## src/rtl/pcie_cpl_tlp_arb.sv

```systemverilog
// Packet-level round-robin arbiter sharing the TX completion TLP stream between NUM_SRC producers.
// Optional CPL_ARB_STRICT_PRIO_EN: source 0 always wins in IDLE and does not advance rr_ptr.
module pcie_cpl_tlp_arb #(
    parameter int unsigned NUM_SRC    = 2,
    parameter int unsigned DATA_WIDTH = 256,
    parameter int unsigned STRB_WIDTH = 8,
    parameter int unsigned HDR_WIDTH  = 128
) (
    input  logic                          clk,
    input  logic                          rst,
    input  logic [NUM_SRC*DATA_WIDTH-1:0] s_tlp_data,
    input  logic [NUM_SRC*STRB_WIDTH-1:0] s_tlp_strb,
    input  logic [NUM_SRC*HDR_WIDTH-1:0]  s_tlp_hdr,
    input  logic [NUM_SRC-1:0]            s_tlp_valid,
    input  logic [NUM_SRC-1:0]            s_tlp_sop,
    input  logic [NUM_SRC-1:0]            s_tlp_eop,
    output logic [NUM_SRC-1:0]            s_tlp_ready,
    output logic [DATA_WIDTH-1:0]         tx_cpl_tlp_data,
    output logic [STRB_WIDTH-1:0]         tx_cpl_tlp_strb,
    output logic [HDR_WIDTH-1:0]          tx_cpl_tlp_hdr,
    output logic                          tx_cpl_tlp_valid,
    output logic                          tx_cpl_tlp_sop,
    output logic                          tx_cpl_tlp_eop,
    input  logic                          tx_cpl_tlp_ready,
    output logic [$clog2(NUM_SRC)-1:0]    grant_id,
    output logic                          err_no_sop,
    output logic [15:0]                   pkt_count
);

    localparam int unsigned IdW = $clog2(NUM_SRC);

    typedef enum logic [0:0] {StIdle, StBusy} state_e;

    state_e         state_q, state_d;
    logic [IdW-1:0] rr_ptr_q, rr_ptr_d;
    logic [IdW-1:0] grant_q, grant_d;
    logic [15:0]    pkt_count_q, pkt_count_d;
    logic           err_q, err_d;

    logic [NUM_SRC-1:0] cand;
    logic               have_cand;
    logic [IdW-1:0]     winner;
    logic [IdW-1:0]     drop;
    logic [IdW-1:0]     sel;
    logic               discard;
    logic               xfer;

    function automatic logic [IdW-1:0] next_src(input logic [IdW-1:0] cur);
        return (cur == IdW'(NUM_SRC - 1)) ? '0 : cur + 1'b1;
    endfunction

    function automatic logic may_advance(input logic [IdW-1:0] src);
`ifdef CPL_ARB_STRICT_PRIO_EN
        return src != '0;
`else
        return src == src;
`endif
    endfunction

    // Round-robin winner among SOP candidates and lowest-index non-SOP beat to drop.
    always_comb begin
        cand      = s_tlp_valid & s_tlp_sop;
        have_cand = 1'b0;
        winner    = '0;
        drop      = '0;
        for (int unsigned k = 0; k < NUM_SRC; k++) begin
            logic [IdW-1:0] idx;
            idx = IdW'((32'(rr_ptr_q) + k) % NUM_SRC);
            if (!have_cand && cand[idx]) begin
                have_cand = 1'b1;
                winner    = idx;
            end
        end
`ifdef CPL_ARB_STRICT_PRIO_EN
        if (cand[0]) winner = '0;
`endif
        for (int k = NUM_SRC - 1; k >= 0; k--) begin
            if (s_tlp_valid[k]) drop = IdW'(k);
        end
    end

    always_comb begin
        sel              = grant_q;
        tx_cpl_tlp_valid = 1'b0;
        s_tlp_ready      = '0;
        discard          = 1'b0;
        if (state_q == StBusy) begin
            tx_cpl_tlp_valid     = s_tlp_valid[grant_q];
            s_tlp_ready[grant_q] = tx_cpl_tlp_ready;
        end else if (have_cand) begin
            sel                 = winner;
            tx_cpl_tlp_valid    = 1'b1;
            s_tlp_ready[winner] = tx_cpl_tlp_ready;
        end else if (|s_tlp_valid) begin
            s_tlp_ready[drop] = 1'b1;
            discard           = 1'b1;
        end
        if (!rst) begin
            tx_cpl_tlp_valid = 1'b0;
            s_tlp_ready      = '0;
            discard          = 1'b0;
        end
        tx_cpl_tlp_data = s_tlp_data[32'(sel)*DATA_WIDTH +: DATA_WIDTH];
        tx_cpl_tlp_strb = s_tlp_strb[32'(sel)*STRB_WIDTH +: STRB_WIDTH];
        tx_cpl_tlp_hdr  = s_tlp_hdr[32'(sel)*HDR_WIDTH +: HDR_WIDTH];
        tx_cpl_tlp_sop  = s_tlp_sop[sel];
        tx_cpl_tlp_eop  = s_tlp_eop[sel];
        xfer            = tx_cpl_tlp_valid & tx_cpl_tlp_ready;
    end

    always_comb begin
        state_d     = state_q;
        rr_ptr_d    = rr_ptr_q;
        grant_d     = grant_q;
        pkt_count_d = pkt_count_q;
        err_d       = discard;
        if (xfer) begin
            if (state_q == StIdle) begin
                grant_d = winner;
                if (tx_cpl_tlp_eop) begin
                    pkt_count_d = pkt_count_q + 16'd1;
                    if (may_advance(winner)) rr_ptr_d = next_src(winner);
                end else begin
                    state_d = StBusy;
                end
            end else if (tx_cpl_tlp_eop) begin
                state_d     = StIdle;
                pkt_count_d = pkt_count_q + 16'd1;
                if (may_advance(grant_q)) rr_ptr_d = next_src(grant_q);
            end
        end
    end

    always_ff @(posedge clk or negedge rst) begin
        if (!rst) begin
            state_q     <= StIdle;
            rr_ptr_q    <= '0;
            grant_q     <= '0;
            pkt_count_q <= '0;
            err_q       <= 1'b0;
        end else begin
            state_q     <= state_d;
            rr_ptr_q    <= rr_ptr_d;
            grant_q     <= grant_d;
            pkt_count_q <= pkt_count_d;
            err_q       <= err_d;
        end
    end

    assign grant_id   = grant_q;
    assign err_no_sop = err_q;
    assign pkt_count  = pkt_count_q;

endmodule

```

## config.mk

```make
export PLATFORM = sky130hd
export DESIGN_NAME = pcie_cpl_tlp_arb
export DESIGN_NICKNAME = d
export VERILOG_FILES = /design/src/rtl/pcie_cpl_tlp_arb.sv
export SDC_FILE = /design/constraint.sdc
export NUM_CORES = 1
export LEC_CHECK = 0
export ABC_AREA = 1
export CAP_MARGIN = 20
export CORE_AREA = 2 2 471 473
export CTS_BUF_LIST = sky130_fd_sc_hd__clkbuf_4 sky130_fd_sc_hd__clkbuf_8
export CTS_CLUSTER_DIAMETER = 80
export DETAILED_ROUTE_END_ITERATION = 10
export DIE_AREA = 0 0 473 475
export DONT_BUFFER_PORTS = 1
export MAX_ROUTING_LAYER = met4
export PLACE_DENSITY = 0.3
export SYNTH_ARGS = -nofsm -noshare
export SYNTH_HDL_FRONTEND = slang
export SYNTH_SLANG_ARGS = --single-unit
```

## constraint.sdc

```tcl
create_clock -name clk -period 2.1 [get_ports clk]
set_clock_uncertainty 0.05 [all_clocks]
set_input_delay 0.315 -clock clk [delete_from_list [all_inputs] [get_ports clk]]
set_output_delay 0.315 -clock clk [all_outputs]
set_load 0.02 [all_outputs]
```

==> results.yml <==
cts:
  root_buffer: "sky130_fd_sc_hd__clkbuf_8"
  h-tree-depth: 1
  tritoncts.num_buffers: 3
  clk_latency_ns: 0.27
  tritoncts: "built"
  clock_slew_at_the_register_clock_pins_of_the_worst_setup_and_hold_paths_ns: 0.08
  clock_tree.buffer_depth: 2
  clock-sinks: 20
detailed_routing:
  avgRoutedWirePerCell_um: 40.0
  vias: 14000
  initialDrtViolationCount: 1116
  drtAntennaViolNets: 0
  drt_first_pass_iters: 5
  viasPerCell: 2.91
  drt_drc_violations_left: 0
  routed_wl_mm: 193
synth:
  sequential_share_of_the_synthesized_area: 0.0726
  yosysTopAreaCellShare: 0.468
  ys.warnings.count: 0
  synth_fp_nets: 2297
  avgSynthCellArea_um2: 4.58
  synth_top_cell_by_area: "sky130_fd_sc_hd__nand2_1"
  cell_count_after_synthesis: 1503
  ys_seq_elements: 20
  synthDistinctLibCells: 27
  syn_area_um2: 6890
  synth.top_cells.by_area: "sky130_fd_sc_hd__nand2_1, sky130_fd_sc_hd__nand3_1, sky130_fd_sc_hd__buf_2"
layout:
  post-route-cell-area_um2: 21200
  num-fill-cells: 25500
  layout.nets: 2667
  post-route-util: 0.0970
  mostFrequentLayoutCells: "sky130_fd_sc_hd__nand2_1, sky130_fd_sc_hd__nand3_1, sky130_fd_sc_hd__buf_12, sky130_fd_sc_hd__nand2_2, sky130_fd_sc_hd__nand2_4"
  drive_above_1_share: 0.467
  flow.area_growth_from_synthesis_pct: 208
  layout.cells.most_common: "sky130_fd_sc_hd__nand2_1"
pwr:
  leakage_uw: 0.00893
  powerDensity_nw_per_um2: 1880
  power.ir.vdd_worst_mv: 0.602
timing:
  timing.final.max_slew_violations: 0
  slew_headroom: 0.578
  grt_setup_unrepaired: "true"
  finalCritPeriodShare: 1.22
  setup-violations-final: 413
  postLayoutSetupSlackWorst_ns: -0.455
  max_slew.worst_pin.slew_ns: 0.633
  max_freq_ghz: 0.391
  setup-tns-final_ns: -138.83
  shortest_clock_period_the_worst_path_allows_after_layout_ns: 2.55
  final_hold_viol_count: 0
critical_path:
  critPathRequiredTime_ns: 1.74
  critPathArrivalTime_ns: 2.19
  regToRegEndpoint: "pkt_count[11]$_DFFE_PN0P_"
  critPathMaxStageDelay_ns: 0.42
  critPathCaptureType: "output pin"
  worst_path_slowest_cell: "sky130_fd_sc_hd__dfrtp_1"
  criticalPathCategory: "flip-flop to output pin"
  crit-reg2reg-launch: "rr_ptr_q$_DFFE_PN0P_"
  critical_path.most_common_cell: "sky130_fd_sc_hd__buf_12"
  worst_setup_path_start_kind: "flip-flop"
  setup.reg_to_reg.worst_slack_ns: -0.15
  critPathMaxFanout: 13
  rr_worst_depth: 12
  crit_chain: "inv_2 > nand3_4 > nand3_4 > nand2_8 > buf_12 > buf_16 > buf_12 > clkbuf_16 > nand2_2 > nand2_4 > buf_12"
floorplanning:
  initial_utilization: 0.0315
  core_um2: 219000
  design.die.area_um2: 225000
  die_x_extent_um: 473
  die_h_um: 475
  design.portCount: 1208
  rows: 172
global_route:
  global_route.usage.total: 0.162
  grt_max_degree: 60
  grt_overflow_total: 0
  grt_antenna_before_repair: 127
  grt_first_pass_wirelength_mm: 211
  via_count_of_the_first_global_routing_pass: 12300
placed_design:
  placement.io_buffers: 0
  place.detailed.hpwl_mm: 166
  placedInstanceArea_um2: 17000
  place.gp.congestion: 0.961
min_path:
  hold_path_end: "err_no_sop$_DFF_PN0_"
  hold_path_startpoint: "rst"
  holdCritPathClass: "primary input to flip-flop"
  hold_depth: 2
job:
  timing.max_cap.violations: 0
outcome:
  violated_checks: "negative setup slack"
  run_status: "complete, but fails checks"
layer usage:
layer | wire [µm] | global-route usage | up-vias
li1 | - | - | 5667
met1 | 65000 | 0.160 | 6669
met2 | 93300 | 0.274 | 1372
met3 | 27600 | 0.0864 | 286
met4 | 6820 | 0.0491 | 0
met5 | 0 | - | -
cells in the mapped netlist:
master and n:
sky130_fd_sc_hd__nand3_4 1, sky130_fd_sc_hd__nand4_1 4, sky130_fd_sc_hd__nor4_1 1, sky130_fd_sc_hd__nand2_1 860, sky130_fd_sc_hd__inv_2 2, sky130_fd_sc_hd__nor2_2 1
sky130_fd_sc_hd__a21oi_1 2, sky130_fd_sc_hd__nand2_2 3, sky130_fd_sc_hd__dfrtp_1 20, sky130_fd_sc_hd__buf_4 2, sky130_fd_sc_hd__xor2_1 3, sky130_fd_sc_hd__buf_6 2
sky130_fd_sc_hd__nor2_1 19, sky130_fd_sc_hd__buf_1 1, sky130_fd_sc_hd__nand3_1 421, sky130_fd_sc_hd__o21ai_1 1, sky130_fd_sc_hd__ha_1 1, sky130_fd_sc_hd__clkbuf_1 6
sky130_fd_sc_hd__a31oi_1 1, sky130_fd_sc_hd__buf_2 123, sky130_fd_sc_hd__xnor2_1 4, sky130_fd_sc_hd__nand2_4 2, sky130_fd_sc_hd__a21oi_2 1, sky130_fd_sc_hd__o211ai_1 1
sky130_fd_sc_hd__inv_1 15, sky130_fd_sc_hd__o21a_1 1, sky130_fd_sc_hd__o21ai_0 5
worst max path at each step:
stage | to | slack (ns) | startpoint
after floorplan | s_tlp_ready[0] | 0.33 | grant_id$_DFFE_PN0P_
after CTS | tx_cpl_tlp_data[129] | -0.56 | rr_ptr_q$_DFFE_PN0P_
after detailed placement | tx_cpl_tlp_data[162] | -0.81 | rr_ptr_q$_DFFE_PN0P_
after global placement | tx_cpl_tlp_data[162] | -0.95 | rr_ptr_q$_DFFE_PN0P_
final | tx_cpl_tlp_data[20] | -0.45 | rr_ptr_q$_DFFE_PN0P_
after global routing | tx_cpl_tlp_hdr[84] | -0.54 | rr_ptr_q$_DFFE_PN0P_
power by group:
part           internal, µW  leakage, µW  total [µW]  switching, µW
combinational         16000      0.00864       39200          23200
clock                   129    0.0000220         281            153
sequential              443     0.000270         532           89.0
cells by family (layout without fill, tap and decap cells):
family | count (synthesis) | in the layout | share of synthesized area
xor gates and xnor gates | 7 | 7 | 0.00890
DFF | 20 | 20 | 0.0726
other | 0 | 74 | 0
adders and majority gates | 1 | 1 | 0.00182
buffers and inverters | 151 | 519 | 0.108
and+or+nand+nor | 1312 | 1312 | 0.799
AOI/OAI and AO/OA | 12 | 12 | 0.0102
cell type report:
| cell class | instances | area (µm²) | share of cell area |
|---|---|---|---|
| Sequential cell | 20 | 500 | 0.0236 |
| Tap cell | 2871 | 3590 | 0.169 |
| Inverter | 17 | 63.8 | 0.00300 |
| Timing Repair Buffer | 499 | 9350 | 0.440 |
| Antenna cell | 74 | 185 | 0.00872 |
| Clock buffer | 3 | 41.3 | 0.00194 |
| Multi-Input combinational cell | 1332 | 7500 | 0.353 |
flip-flops by register name, summed over array words and instances (netlist names):
signal	flops
err_no_sop	1
grant_id	1
pkt_count	16
rr_ptr_q	1
state_q	1
worst max-delay path, delay by kind of cell (launching register included):
family	cells	cell delay [ns]
buffers and inverters	6	0.92
DFF	1	0.42
and+or+nand+nor	5	0.52
per-stage QoR:
step	power (µW)	worst slack (ns)	hold WS, ns	instances
final	40000	-0.455	0.172	4816
after global routing	42200	-0.542	0.174	4803
after detailed placement	33800	-0.814	-0.0202	4649
after global placement	34000	-0.948	-0.0201	4649
after CTS	38500	-0.562	0.158	4692
after floorplan	10600	0.331	-0.0306	1503
repair_timing:
action / 4_1_cts / 5_1_grt
buffers inserted: 12 / 30
hold buffers: 2 / 0
pin swaps: 21 / 15
endpoints found under the setup margin: 414 / 414
cloned: 26 / 22
hold endpoints to repair: 20 / 0
resized for setup: 380 / 275
Note: power is estimated with default switching activity, not from simulation.
